$ cat config.mk
export PLATFORM = sky130hd
export DESIGN_NAME = lzd_seq
export DESIGN_NICKNAME = d
export VERILOG_FILES = /design/src/rtl/lzd_seq.sv
export SDC_FILE = /design/constraint.sdc
export NUM_CORES = 1
export LEC_CHECK = 0
export ABC_CLOCK_PERIOD_IN_PS = 6700
export CORE_MARGIN = 2
export CORE_UTILIZATION = 30
export CTS_CLUSTER_SIZE = 30
export DETAILED_ROUTE_END_ITERATION = 8
export GPL_TIMING_DRIVEN = 0
export PLACE_DENSITY_LB_ADDON = 0.08
export SYNTH_ARGS = -nofsm -noshare
export SYNTH_HDL_FRONTEND = slang
export SYNTH_SLANG_ARGS = --single-unit
$ cat constraint.sdc
create_clock -name clk -period 6.7 [get_ports clk]
set_clock_uncertainty 0.2 [all_clocks]
set_input_delay 0.67 -clock clk [delete_from_list [all_inputs] [get_ports clk]]
set_output_delay 0.67 -clock clk [all_outputs]
set_load 0.02 [all_outputs]
$ cat src/rtl/lzd_seq.sv
// -----------------------------------------------------------------------------
// lzd_seq
//   Sequential leading-zero / leading-one detector with valid/ready handshakes.
//   The operand is scanned MSB-first, CHUNK bits per cycle, stopping at the
//   first chunk that holds a non-matching bit.
//
// Ports
//   clk            clock, rising edge
//   rst            synchronous reset, active-high
//   i_vld          request valid
//   i_x            operand (W bits)
//   i_detect_zero  1: count leading zeros, 0: count leading ones
//   o_rdy          request ready (IDLE and not in reset)
//   o_vld          result valid, held until i_rdy
//   o_cnt          number of leading matching bits, 0..W
//   o_onehot       one-hot position of the first non-matching bit, 0 if none
//   o_all          whole operand matched (o_cnt == W)
//   i_rdy          result ready
// -----------------------------------------------------------------------------
module lzd_seq #(
    parameter int W     = 64,
    parameter int CHUNK = 8
) (
    input  logic                       clk,
    input  logic                       rst,
    input  logic                       i_vld,
    input  logic [W-1:0]               i_x,
    input  logic                       i_detect_zero,
    output logic                       o_rdy,
    output logic                       o_vld,
    output logic [$clog2(W+1)-1:0]     o_cnt,
    output logic [W-1:0]               o_onehot,
    output logic                       o_all,
    input  logic                       i_rdy
);

    localparam int CNT_W = $clog2(W+1);

    if (W < 2 || CHUNK < 1 || (W % CHUNK) != 0) begin : g_bad_param
        $error("lzd_seq: W must be >= 2 and a multiple of CHUNK");
    end

    localparam logic [1:0] S_IDLE = 2'd0;
    localparam logic [1:0] S_SCAN = 2'd1;
    localparam logic [1:0] S_DONE = 2'd2;

    localparam logic [CNT_W-1:0] LAST_BASE = CNT_W'(W - CHUNK);
    localparam logic [CNT_W-1:0] CNT_FULL  = CNT_W'(W);
    localparam logic [CNT_W-1:0] CNT_MSB   = CNT_W'(W - 1);
    localparam logic [CNT_W-1:0] CHUNK_C   = CNT_W'(CHUNK);
    localparam logic [W-1:0]     ONE       = W'(1);

    logic [1:0]       r_state;
    // Operand normalised so that the bit being searched for is always a 1.
    // It is shifted left by CHUNK per SCAN cycle, so the current chunk always
    // sits in the top CHUNK bits; r_base is the bit count already passed.
    logic [W-1:0]     r_xs;
    logic [CNT_W-1:0] r_base;

    logic             w_found;
    logic [CNT_W-1:0] w_lead;
    logic [CNT_W-1:0] w_cnt;
    logic [W-1:0]     w_onehot;

    // Priority encoder over the current (top) chunk.
    always_comb begin
        w_found = 1'b0;
        w_lead  = '0;
        for (int unsigned j = 0; j < CHUNK; j++) begin
            if (!w_found && r_xs[W-1-j]) begin
                w_found = 1'b1;
                w_lead  = CNT_W'(j);
            end
        end
    end

    assign w_cnt    = r_base + w_lead;
    assign w_onehot = ONE << (CNT_MSB - w_cnt);

    assign o_rdy = (r_state == S_IDLE) & ~rst;

    always_ff @(posedge clk) begin
        if (rst) begin
            r_state  <= S_IDLE;
            r_xs     <= '0;
            r_base   <= '0;
            o_vld    <= 1'b0;
            o_cnt    <= '0;
            o_onehot <= '0;
            o_all    <= 1'b0;
        end else begin
            case (r_state)
                S_IDLE: begin
                    if (i_vld) begin
                        r_xs    <= i_detect_zero ? i_x : ~i_x;
                        r_base  <= '0;
                        r_state <= S_SCAN;
                    end
                end
                S_SCAN: begin
                    if (w_found) begin
                        o_cnt    <= w_cnt;
                        o_onehot <= w_onehot;
                        o_all    <= 1'b0;
                        o_vld    <= 1'b1;
                        r_state  <= S_DONE;
                    end else if (r_base == LAST_BASE) begin
                        o_cnt    <= CNT_FULL;
                        o_onehot <= '0;
                        o_all    <= 1'b1;
                        o_vld    <= 1'b1;
                        r_state  <= S_DONE;
                    end else begin
                        r_xs    <= r_xs << CHUNK;
                        r_base  <= r_base + CHUNK_C;
                    end
                end
                S_DONE: begin
                    if (i_rdy) begin
                        o_vld   <= 1'b0;
                        r_state <= S_IDLE;
                    end
                end
                default: r_state <= S_IDLE;
            endcase
        end
    end

endmodule

; Word-level counts from Yosys, hierarchy flattened
; Cells that the tools add are included.
; W data, S select, Z words.
[totals]
reg_bits = 146
latchBits = 0
mem_bits_rw = 0
mem_bits_ro = 0
inputBits = 69
output_inout_bits = 74
elab_cells = 82
memories = 0
[op_classes]
n_addsub = 3
multipliers = 0
div = 0
magnitude_cmp = 0
eq_ne = 8
shifts = 1
muxes = 38
n_bitwise = 3
n_reduce_logical = 22
[ops]
columns = cell, count
row1 = $mux W64, 6
row2 = $pmux W64 S2, 1
row3 = $mux W7, 11
row4 = $not A64 Y64, 1
row5 = $shl A1 B7 Y64 const A, 1
row6 = $pmux W7 S2, 1
row7 = $mux W1, 13
row8 = $mux W2, 4
row9 = $ne A2 B2 Y1 const B, 4
row10 = $add A7 B4 Y7 const B, 1
row11 = $add A7 B7 Y7, 1
row12 = $eq A7 B6 Y1 const B, 1
row13 = $logic_and A1 B1 Y1, 7
row14 = $logic_not A1 Y1, 7
row15 = $sub A6 B7 Y7 const A, 1
row16 = $pmux W2 S3, 1
row17 = $reduce_and A3 Y1, 2
row18 = $reduce_bool A2 Y1, 3
row19 = $reduce_and A4 Y1, 1
row20 = $ne A3 B3 Y1 const B, 1
row21 = $eq A2 B1 Y1 const B, 1
row22 = $eq A2 B2 Y1 const B, 1
row23 = $logic_not A2 Y1, 1
row24 = $pmux W1 S2, 1
row25 = other kinds (3), 3

; Depth between registers and ports, before layout
[logic_depth]
depth_word = 26
ltp_mapped = 7
depth_no_buf = 5

; Worst setup path before layout
; Ideal clock, no wire load.
[synth_timing]
path_kind = input port to flip-flop
start = in i_detect_zero
end = reg r_xs[37]
setup_ns = 0.132
t_arrival_ns = 1.890
required_time_ns = 6.368
setup_slack_ns = 4.478
path_stages = 6
path_buffers = 2
cell_sequence = clkbuf_1 clkbuf_1 xor2_1 nor2_1 a211oi_1 nor3_1
[synth_between]
elab_chain_cells = 3
[synth_rtl]
columns = element, line
row1 = start: declaration, 28  ; input logic i_detect_zero,
row2 = $mux W64, 95  ; r_xs <= i_detect_zero ? i_x : ~i_x;
row3 = $mux W64, 94  ; if (i_vld) begin
row4 = $pmux W64 S2, 92  ; case (r_state)
row5 = end signal: assignment, 95
row6 = end signal: assignment, 114  ; r_xs <= r_xs << CHUNK;
row7 = end: declaration, 57  ; logic [W-1:0] r_xs;
; Every way passes these cells. The select of a mux whose other input is x is not followed.
; A chain may end at the register's enable or synchronous reset.

; Worst setup path in the final report
[layout_timing]
start = reg r_state[0]
end = out o_rdy
[layout_between]
elab_chain_cells = 2
[layout_rtl]
columns = element, line
row1 = start: declaration, 53  ; logic [1:0] r_state;
row2 = start signal: assignment, 84  ; r_state <= S_IDLE;
row3 = start signal: assignment, 97  ; r_state <= S_SCAN;
row4 = start signal: assignment, 106  ; r_state <= S_DONE;
row5 = $logic_not A2 Y1, 80  ; assign o_rdy = (r_state == S_IDLE) & ~rst;
row6 = $and A1 B1 Y1, 80
row7 = end: declaration, 29  ; output logic o_rdy,
; Every way passes these cells.

==> metrics.log <==
INFO  metric synth_sequential_area_ratio = 0.455
INFO  metric vias_per_cell = 4.94
INFO  metric vias = 5666
INFO  metric cap_viol_max_count = 0
INFO  metric worst_max_slew_margin_expressed_relative_to_the_limit = 0.0685
INFO  metric worst_slew_pin_slew = 1.39 ns
INFO  metric crit_type = reg2out
INFO  metric met3_wirelength = 745 um
INFO  metric worstSkewPairLatency = 0.43 ns
INFO  metric postCtsSetupRepairBufs = 0
INFO  metric period_needed = 3.04 ns
INFO  metric cts_tree = built
INFO  metric final.fill_count = 2107
INFO  metric antenna_cells_inserted = 0
INFO  metric result_of_the_run = finished clean
INFO  metric wire_length_of_the_first_global_routing_pass = 29800 um
INFO  metric max_freq = 328 MHz
INFO  metric grt_antenna_before_repair = 0
INFO  metric finish.utilization = 0.414
INFO  metric ctsLongestPathBuffers = 2
INFO  metric dp_worst_setup_slack = 3.66 ns
INFO  metric syn-num-nets = 769
INFO  metric timing.critical_path.cells = clkbuf_1, nor3_1, clkdlybuf4s50_1
INFO  metric internal_power = 1.64 mW
INFO  metric global_route.overflow_total = 0
INFO  metric fp.dieH = 149 um
INFO  metric worst_slack = 3.66 ns
INFO  metric clock_tree.htree_level_count = 4
INFO  metric met2RoutedLength = 9180 um
INFO  metric wirelength = 18700 um
INFO  metric power.share.combinational = 0.188
INFO  metric ys_dominant_reg_cell = dfxtp_1
INFO  metric final-setup-viol-count = 0
INFO  metric core-area = 20800 um^2
INFO  metric numCtsBuffers = 17
INFO  metric syn-cell-area = 6300 um^2
INFO  metric layout-drive-gt1-share = 0.0735
INFO  metric clkTransAtPathRegs = 0.06 ns
INFO  metric drc = 0
INFO  metric worstSetupEndpointType = output port
INFO  metric finish.cell_count_without_fillers = 1146
INFO  metric start_util = 0.302
INFO  metric timing.final.crit_share = 0.454
INFO  metric report.power.total = 2.31 mW
INFO  metric pwr_density_cell = 268 nW/um^2
INFO  metric totalNegativeSetupSlack = 0 ns
INFO  metric grt_start_max_net_pins = 17
INFO  metric wirelength_met1 = 8440 um
INFO  metric rows = 53
INFO  metric critPathBufInv = 2
INFO  metric numPortBuffers = 140
INFO  metric detail_route.iter0.violations = 304
INFO  metric register_area = 2860 um^2
INFO  metric nets = 928
INFO  metric clock_sink_count = 143
INFO  metric hpwl = 14100 um
INFO  metric synth_seq_cells = 143
INFO  metric grt_util_all_layers = 0.172
INFO  metric synthDistinctLibCells = 46
INFO  metric count_of_hold_fix_buffers_inserted_at_cts = 0
INFO  metric slowest_stage = clkdlybuf4s50_1
INFO  metric p_clk_frac = 0.402
INFO  metric multiInputGateArea = 3100 um^2
INFO  metric rsz0062_at_grt = no
INFO  metric critical_path_at = 2.17 ns
INFO  metric dieArea = 22200 um^2
INFO  metric p_leak = 3.05 nW
INFO  metric post_synth.cell_area_avg = 9.01 um^2
INFO  metric post_synth_inst_count = 699
INFO  metric synthToLayoutAreaGrowth = 37.0%
INFO  metric synth.yosys.warnings = 0
INFO  metric sequential_power_share = 0.410
INFO  metric synth_async_sr_flop_share = 0
INFO  metric post_cts_resized = 0
INFO  metric first_global_vias = 5722
INFO  metric detail_route.first_pass.iterations = 4
INFO  metric place.detailed.instances = 1114
INFO  metric post_drt_wl_per_cell = 16.3 um
INFO  metric timing.critical_path.from_type = flip-flop
INFO  metric timing.final.hold_violations = 0
INFO  metric synth-edff-count = 0
INFO  metric slew_viol_final = 0
INFO  metric cp.required = 5.83 ns
INFO  metric ir_drop_worst_vdd = 0.145 mV
INFO  metric place.gp.congestion = 0.846
INFO  metric detail-route-antenna-nets = 0
INFO  metric die_width = 149 um
INFO  metric worst_path_dominant_cell_family = buffers and inverters
INFO  metric top_signal_layer_used = met4
INFO  metric netSwitchingFraction = 0.292
INFO  metric cp_max_fo = 10
INFO  metric power.net_switching = 676 uW
INFO  metric critical-path-max-stage-delay = 0.68 ns
INFO  metric root_buffer = clkbuf_16
INFO  metric design.portCount = 143
INFO  metric holdCritPathClass = reg2reg
[cell families (layout without fill, tap and decap cells)]
kind of cell | Yosys count | in the layout | share of synthesized area
xor+xnor | 66 | 66 | 0.0918
compound gates | 156 | 156 | 0.208
fa+ha+maj | 1 | 1 | 0.00199
flops | 143 | 143 | 0.455
simple gates | 264 | 264 | 0.191
buf+inv | 69 | 241 | 0.0529
[path summary, 6_finish.rpt]
kind	endpoint	slack (ns)	start	cells past startpoint
setup / recovery	o_rdy	3.66	r_state[0]	3
hold / removal	o_onehot[2]	0.27	o_onehot[2]	1
setup reg to reg	r_xs[32]	3.90	r_base[4]	7
hold reg to reg	o_onehot[2]	0.27	o_onehot[2]	1
[worst register-to-register path, delay by kind of cell (launching register included)]
kind                   cells  cell delay (ns)
AOI/OAI and AO/OA          2             0.57
buffers and inverters      3             1.17
DFF                        1             0.33
and+or+nand+nor            2             0.43
[placed cells by master, fill, tap and decap left out, types with 3 or more instances in the layout]
| cell | count |
|---|---|
| dfxtp_1 | 143 |
| xor2_1 | 56 |
| a21oi_1 | 3 |
| a22o_1 | 32 |
| clkbuf_16 | 17 |
| buf_4 | 5 |
| nor3_1 | 62 |
| o21ai_0 | 3 |
| inv_1 | 4 |
| clkdlybuf4s50_1 | 140 |
| clkbuf_1 | 39 |
| buf_1 | 8 |
| buf_2 | 8 |
| nor2_1 | 167 |
| nand2_1 | 3 |
| nor2b_1 | 4 |
| nand2b_1 | 4 |
| xnor2_1 | 10 |
| a2111oi_4 | 4 |
| clkinvlp_4 | 7 |
| and2_1 | 3 |
| a22oi_1 | 43 |
| a211oi_1 | 60 |
| buf_6 | 6 |
[routing by layer]
| metal | track usage | vias to the layer above |
|---|---|---|
| li1 | - | 2813 |
| met1 | 0.218 | 2689 |
| met2 | 0.295 | 138 |
| met3 | 0.0312 | 26 |
| met4 | 0.0562 | 0 |
| met5 | 0 | - |
[layout make-up]
type / count / area share
plain buffers: 65 / 0.0368
clock inverters: 13 / 0.0162
clock buffers: 19 / 0.0513
inverters: 4 / 0.00174
repair buffers: 140 / 0.162
well taps: 275 / 0.0399
multi-input cells: 487 / 0.360
flip-flops and latches: 143 / 0.332
[power groups by stage]
stage	registers (mW)	logic (mW)	clock network [mW]
floorplan	0.959	0.289	0
global placement	0.966	0.433	0
detailed placement	0.967	0.439	0
CTS	0.949	0.440	0.944
global route	0.957	0.485	0.980
finish	0.950	0.434	0.930
[state kept, by name, indices dropped and copies added, names as in the netlist]
signal	count
o_all	1
o_onehot	64
r_xs	64
r_state	2
o_cnt	7
r_base	4
o_vld	1
[through the flow]
step / hold slack, ns / instance area, um^2
2_1_floorplan: 0.243 / 6300
3_3_place_gp: 0.262 / 8040
3_5_place_dp: 0.266 / 8040
4_1_cts: 0.279 / 8630
5_1_grt: 0.291 / 8630
6_report: 0.275 / 8630
[synth_stat cells (4+ instances only)]
master	count	area [um^2]
clkbuf_1	38	143
dfxtp_1	143	2860
nor2_1	167	627
buf_4	5	37.5
buf_1	8	30.0
a22o_1	32	280
a22oi_1	43	323
buf_2	8	40.0
inv_1	4	15.0
xnor2_1	10	87.6
nor2b_1	4	25.0
nor3_1	62	310
xor2_1	56	490
nand2b_1	4	25.0
buf_6	6	67.6
a2111oi_4	4	110
a211oi_1	60	450
(Power assumes the default switching activity.)
